File: config.mk
export PLATFORM = sky130hd
export DESIGN_NAME = ui_input_device
export DESIGN_NICKNAME = d
export VERILOG_FILES = /design/src/rtl/ui_input_device_pkg.sv /design/src/rtl/ui_input_device_debouncer.sv /design/src/rtl/ui_input_device.sv
export SDC_FILE = /design/constraint.sdc
export NUM_CORES = 1
export LEC_CHECK = 0
export CAP_MARGIN = 20
export CORE_MARGIN = 2
export CORE_UTILIZATION = 45
export CTS_CLUSTER_SIZE = 10
export DETAILED_ROUTE_END_ITERATION = 6
export PLACE_DENSITY = 0.72
export SYNTH_ARGS = -nofsm -noshare
export SYNTH_HDL_FRONTEND = slang
export SYNTH_SLANG_ARGS = --single-unit
File: constraint.sdc
create_clock -name clk -period 6.1 [get_ports clk]
set_input_delay 1.525 -clock clk [delete_from_list [all_inputs] [get_ports clk]]
set_output_delay 1.525 -clock clk [all_outputs]
set_load 0.02 [all_outputs]
File: src/rtl/ui_input_device_pkg.sv
`default_nettype none
// ============================================================================
// Module      : ui_input_device_pkg
// Description : Register map encodings, control-register bit positions and
//               control-state helpers for the push-button / switch device.
//               Shared with the IO controller.
// Revision    : 1.0 - initial release
// ============================================================================
package ui_input_device_pkg;

    // Register select encodings
    localparam logic [1:0] c_REG_KDATA = 2'd0;
    localparam logic [1:0] c_REG_KCTRL = 2'd1;
    localparam logic [1:0] c_REG_SDATA = 2'd2;
    localparam logic [1:0] c_REG_SCTRL = 2'd3;

    // Control register bit positions
    localparam int c_CTRL_READY_BIT   = 0;
    localparam int c_CTRL_OVERRUN_BIT = 2;
    localparam int c_CTRL_IE_BIT      = 8;
    localparam int c_CTRL_WIDTH       = 9;

    // Per-group control/status state
    typedef struct packed {
        logic ie;
        logic overrun;
        logic ready;
    } ctrlState_t;

    // Control register image; unused bits read as zero
    function automatic logic [c_CTRL_WIDTH-1:0] packCtrl(input ctrlState_t s);
        logic [c_CTRL_WIDTH-1:0] v;
        v                     = '0;
        v[c_CTRL_READY_BIT]   = s.ready;
        v[c_CTRL_OVERRUN_BIT] = s.overrun;
        v[c_CTRL_IE_BIT]      = s.ie;
        return v;
    endfunction

    // Next control state for one group.
    // A change event always wins over a data read (READY stays set and the
    // event is not an overrun because the old value was consumed), and a
    // newly detected overrun wins over a software clear in the same cycle.
    function automatic ctrlState_t nextCtrl(
        input ctrlState_t                cur,
        input logic                      changeEvt,
        input logic                      dataRead,
        input logic                      ctrlWrite,
        input logic [c_CTRL_WIDTH-1:0]   wrData
    );
        ctrlState_t n;
        n = cur;
        if (changeEvt) begin
            n.ready = 1'b1;
        end else if (dataRead) begin
            n.ready = 1'b0;
        end
        if (changeEvt && cur.ready && !dataRead) begin
            n.overrun = 1'b1;
        end else if (ctrlWrite && !wrData[c_CTRL_OVERRUN_BIT]) begin
            n.overrun = 1'b0;
        end
        if (ctrlWrite) begin
            n.ie = wrData[c_CTRL_IE_BIT];
        end
        return n;
    endfunction

endpackage : ui_input_device_pkg
`default_nettype wire

File: src/rtl/ui_input_device_debouncer.sv
`default_nettype none
// ============================================================================
// Module      : input_debouncer
// Description : 2-flop synchronizer followed by a stability counter. A new
//               value is accepted once the synchronized input has disagreed
//               with the accepted value for DEBOUNCE_CYCLES consecutive
//               cycles; o_change pulses in the cycle the value is accepted.
// Revision    : 1.0 - initial release
// ============================================================================
module input_debouncer #(
    parameter int WIDTH           = 4,
    parameter int DEBOUNCE_CYCLES = 100000,
    parameter bit ACTIVE_LOW      = 1'b0
) (
    input  logic             clk,
    input  logic             rst,
    input  logic [WIDTH-1:0] i_raw,
    output logic [WIDTH-1:0] o_stable,
    output logic             o_change
);

    localparam int                 c_CNT_W    = $clog2(DEBOUNCE_CYCLES);
    localparam logic [c_CNT_W-1:0] c_CNT_LAST = c_CNT_W'(DEBOUNCE_CYCLES - 1);
    // Active-low inputs reset to their released level so no spurious edge
    // is seen after reset.
    localparam logic [WIDTH-1:0]   c_SYNC_RST = {WIDTH{ACTIVE_LOW}};

    logic [WIDTH-1:0]   r_sync1;
    logic [WIDTH-1:0]   r_sync2;
    logic [WIDTH-1:0]   r_stable;
    logic [c_CNT_W-1:0] r_count;
    logic [WIDTH-1:0]   w_synced;
    logic               w_differ;
    logic               w_load;

    // Normalise polarity after synchronization so 1 always means active
    assign w_synced = r_sync2 ^ {WIDTH{ACTIVE_LOW}};
    assign w_differ = (w_synced != r_stable);
    assign w_load   = w_differ && (r_count == c_CNT_LAST);

    // Two-flop synchronizer for the asynchronous raw inputs
    always_ff @(posedge clk or posedge rst) begin
        if (rst) begin
            r_sync1 <= c_SYNC_RST;
            r_sync2 <= c_SYNC_RST;
        end else begin
            r_sync1 <= i_raw;
            r_sync2 <= r_sync1;
        end
    end

    // Stability counter: any return to the accepted value restarts the count
    always_ff @(posedge clk or posedge rst) begin
        if (rst) begin
            r_stable <= '0;
            r_count  <= '0;
        end else if (!w_differ) begin
            r_count <= '0;
        end else if (w_load) begin
            r_stable <= w_synced;
            r_count  <= '0;
        end else begin
            r_count <= r_count + 1'b1;
        end
    end

    assign o_stable = r_stable;
    assign o_change = w_load;

endmodule : input_debouncer
`default_nettype wire

File: src/rtl/ui_input_device.sv
`default_nettype none
// ============================================================================
// Module      : ui_input_device
// Description : Memory-mapped push-button (KEY) and slide-switch (SW) input
//               device with debouncing, READY/OVERRUN status, per-group
//               interrupt enable and a registered interrupt request.
// Revision    : 1.0 - initial release
// ============================================================================
module ui_input_device
    import ui_input_device_pkg::*;
#(
    parameter int DBITS           = 32,
    parameter int KEY_BITS        = 4,
    parameter int SW_BITS         = 10,
    parameter int DEBOUNCE_CYCLES = 100000
) (
    input  logic                clk,
    input  logic                reset,
    input  logic [KEY_BITS-1:0] KEY,
    input  logic [SW_BITS-1:0]  SW,
    input  logic                rdEn,
    input  logic                wrtEn,
    input  logic [1:0]          regSel,
    input  logic [DBITS-1:0]    dataIn,
    output logic [DBITS-1:0]    dataOut,
    output logic                irq
);

    logic [KEY_BITS-1:0] w_keyStable;
    logic [SW_BITS-1:0]  w_swStable;
    logic                w_keyChange;
    logic                w_swChange;
    logic                w_keyDataRead;
    logic                w_swDataRead;
    logic                w_keyCtrlWrite;
    logic                w_swCtrlWrite;
    ctrlState_t          r_keyCtrl;
    ctrlState_t          r_swCtrl;
    logic                r_irq;

    input_debouncer #(
        .WIDTH           (KEY_BITS),
        .DEBOUNCE_CYCLES (DEBOUNCE_CYCLES),
        .ACTIVE_LOW      (1'b1)
    ) u_keyDebounce (
        .clk      (clk),
        .rst      (reset),
        .i_raw    (KEY),
        .o_stable (w_keyStable),
        .o_change (w_keyChange)
    );

    input_debouncer #(
        .WIDTH           (SW_BITS),
        .DEBOUNCE_CYCLES (DEBOUNCE_CYCLES),
        .ACTIVE_LOW      (1'b0)
    ) u_swDebounce (
        .clk      (clk),
        .rst      (reset),
        .i_raw    (SW),
        .o_stable (w_swStable),
        .o_change (w_swChange)
    );

    assign w_keyDataRead  = rdEn  && (regSel == c_REG_KDATA);
    assign w_swDataRead   = rdEn  && (regSel == c_REG_SDATA);
    assign w_keyCtrlWrite = wrtEn && (regSel == c_REG_KCTRL);
    assign w_swCtrlWrite  = wrtEn && (regSel == c_REG_SCTRL);

    // Status/enable bits of both groups; data registers ignore writes
    always_ff @(posedge clk or posedge reset) begin
        if (reset) begin
            r_keyCtrl <= '0;
            r_swCtrl  <= '0;
        end else begin
            r_keyCtrl <= nextCtrl(r_keyCtrl, w_keyChange, w_keyDataRead,
                                  w_keyCtrlWrite, dataIn[c_CTRL_WIDTH-1:0]);
            r_swCtrl  <= nextCtrl(r_swCtrl, w_swChange, w_swDataRead,
                                  w_swCtrlWrite, dataIn[c_CTRL_WIDTH-1:0]);
        end
    end

    // Interrupt request registered from the current status, one cycle behind
    always_ff @(posedge clk or posedge reset) begin
        if (reset) begin
            r_irq <= 1'b0;
        end else begin
            r_irq <= (r_keyCtrl.ready && r_keyCtrl.ie) ||
                     (r_swCtrl.ready  && r_swCtrl.ie);
        end
    end

    assign irq = r_irq;

    // Read mux: purely a function of regSel and state, no dependence on rdEn
    always_comb begin
        dataOut = '0;
        case (regSel)
            c_REG_KDATA: dataOut[KEY_BITS-1:0]     = w_keyStable;
            c_REG_KCTRL: dataOut[c_CTRL_WIDTH-1:0] = packCtrl(r_keyCtrl);
            c_REG_SDATA: dataOut[SW_BITS-1:0]      = w_swStable;
            default:     dataOut[c_CTRL_WIDTH-1:0] = packCtrl(r_swCtrl);
        endcase
    end

endmodule : ui_input_device
`default_nettype wire

==> results.toml <==
[synthesis]
synthesis.yosys.warnings = 0
postSynthRegisterBits = 83
synth_async_sr_flop_share_pct = 100
synth-edff-count = 0
synth.cell_area_sq_um = 3830
synth.avg_cell_area_sq_um = 11.1
synth.yosys.seq_area_share_pct = 54.5
synth_ff_type = "dfrtp_1"
synth_largest_type_area_fraction_pct = 49.0
syn-instance-count = 346
synth_commonest_cells = "dfrtp_1, nand2_1, nor2_1, xnor2_1, buf_4"
post_synth_main_area_contributors = "dfrtp_1, xnor2_1, dfstp_2, buf_4, nand2_1"
post_synth_num_cell_types = 44
yosys.area.top_type = "dfrtp_1"
yosys.cell_count.top_type = "dfrtp_1"

[global_route]
track_usage_pct = 15.9
global_route.overflow_total = 0
gr-usage-met1_pct = 20.7
antenna_violations_before_repair = 0
grt_first_pass_wirelength_mm = 11.2
grt_busiest_layer = "met2"
grt_pass1_vias = 2457
gr-usage-met2_pct = 25.0
global_route_met3_utilization_pct = 4.93
grt_max_degree = 48

[critical_path]
startpoint_type = "primary input"
r2r_end = "u_swDebounce.r_count[2]"
reg2reg_slack_ns = 3.95
req_time_crit_path_ns = 4.58
critical_path_peak_fanout = 10
reg2regPathDepth = 5
timing.critical_path.arrival_ns = 3.43
worst_setup_path_end_kind = "primary output"
rr_startpoint = "u_swDebounce.r_count[0]"
timing_worst_setup_path_type = "primary input to primary output"

[cts]
cts_buffer_depth = 2
cts.root.buffer_cell = "clkbuf_8"
tritoncts = "done"
cts_hold_buffers = 0
htree_levels = 3
numClockSinks = 83
clock_insertion_delay_worst_skew_ns = 0.36
tritoncts.num_buffers = 9
postCtsSetupBuffers = 0
post_cts_resize_count = 0
worst_path_clk_slew_ns = 0.09

[run]
timing.max_cap.violations = 0

[timing]
grt_setup_unrepaired = "no"
max_slew_margin_pct = 54.0
min_period_ns = 4.95
setup-violations-final = 0
tns_ns = 0
slew_viol_final = 0
worst-slew-pin-transition_ns = 0.691
fmax_mhz = 202
finClkSkew_ns = 0.0119
layout_worst_path_cycle_share_pct = 81.2
finalHoldViolations = 0

[layout]
n_antenna_cell = 0
nets = 435
drive_above_1_share_pct = 9.84
final_core_util_pct = 53.1
area.growth.synth_to_final_pct = 14.0
stdcell_area_sq_um = 4370
fillCellCount = 717

[pwr]
power.density_cell_area_nw_per_um2 = 277
irDropWorstVdd_uv = 118
fin_total_pwr_mw = 1.21
power_switching_share_pct = 29.0
power_frac_seq_pct = 55.0
power.share.combinational_pct = 11.1
clockPowerShare_pct = 34.0
cell_int_power_mw = 0.858
p_leak_nw = 1.85
power_switching_mw = 0.350

[floorplan]
fp.dieArea_sq_um = 9270
start_util_pct = 46.6
ioPinCount = 85
fp.dieH_um = 96.3
dieWidth_um = 96.3
coreArea_sq_um = 8220
placementRows = 33

[min_path]
min_delay_path_depth = 0
hold_start = "u_swDebounce.r_sync1[3]"
hold_path.class = "flip-flop to flip-flop"
endpoint_worst_hold = "u_swDebounce.r_sync2[3]"

[detailed_routing]
ant_nets = 0
drtIter0Drc = 87
detail_route.wl_per_cell_um = 13.4
drt_pre_antenna_iters = 4
drcViolationCount = 0
vias = 2510
drt_wl_total_mm = 6.59
routed_via_density = 5.11

[place]
place.gp.congestion = 0.915
placement.io_buffers = 32
hpwl_mm = 4.62
place_area_sq_um = 4160

[status]
outcome = "completed"
## logic make-up after synthesis
family / after synthesis / share of synthesized area (%)
fa+ha+maj: 2 / 0.653
simple gates: 152 / 21.4
buf+inv: 37 / 6.14
flops: 83 / 54.5
other cells: 1 / 0.0979
mux: 11 / 3.63
compound gates: 19 / 4.18
xor+xnor: 41 / 9.38
## routing by layer
layer | wire length (um) | share of wire, %
met1 | 3120 | 47
met2 | 3090 | 47
met3 | 293 | 4.4
met4 | 91 | 1.4
met5 | 0 | 0
## area by class of cell
type                    instances  area (sq um)  area share (%)
clock buffers                   9           124            2.84
clock inverters                 7          81.3            1.86
inverters                       7          27.5           0.631
multi-input cells             247          1590            36.3
flip-flops and latches         83          2090            47.8
well taps                     105           131            3.01
repair buffers                 33           328            7.51
## how the worst max path moves through the flow
stage | startpoint | endpoint | slack, ns
5_1_grt | regSel[1] | dataOut[5] | 1.00
6_report | regSel[1] | dataOut[6] | 1.15
4_1_cts | regSel[1] | dataOut[6] | 1.11
2_1_floorplan | regSel[0] | dataOut[8] | 2.11
3_3_place_gp | regSel[1] | dataOut[6] | 1.16
3_5_place_dp | regSel[1] | dataOut[6] | 1.11
## flip-flops by register name, indices dropped and copies added, names as in the netlist
signal	cells
u_keyDebounce.r_sync1	4
u_keyDebounce.r_sync2	4
u_keyDebounce.o_stable	4
u_swDebounce.r_sync2	10
u_swDebounce.r_sync1	10
u_swDebounce.o_stable	10
r_swCtrl	3
r_keyCtrl	3
irq	1
u_swDebounce.r_count	17
u_keyDebounce.r_count	17
## critical path, stage by stage
cell and delay [ns]:
clkdlybuf4s50_1 0.73, nor2b_1 0.38, and2_1 0.18, clkdlybuf4s50_1 0.61
## power groups by stage
stage / clock (mW) / combinational (mW) / sequential [mW]
floorplan: 0 / 0.114 / 0.660
global placement: 0 / 0.131 / 0.671
detailed placement: 0 / 0.135 / 0.673
CTS: 0.423 / 0.136 / 0.663
global route: 0.442 / 0.158 / 0.673
finish: 0.410 / 0.134 / 0.664
## placed cells by master (no fill, tap or decap), drive strengths merged, types with 3 or more instances in the layout
cell / n
dfrtp: 75
nand2: 38
nor2: 37
clkdlybuf4s50: 32
xnor2: 27
conb: 22
nand4: 18
nand3: 18
xor2: 14
inv: 10
and4: 9
clkbuf: 9
dfstp: 8
and2: 7
nor3: 7
mux2i: 6
o311ai: 5
nor4: 5
nor4bb: 3
a21oi: 3
mux2: 3
o31ai: 3
## stage by stage
step	hold WS, ns	std cells	worst slack, ns
finish	0.346	491	1.15
global route	0.359	491	1.00
CTS	0.347	491	1.11
detailed placement	0.336	475	1.11
global placement	0.331	475	1.16
floorplan	0.331	367	2.11
No activity file was read; power rests on OpenSTA's default activity.
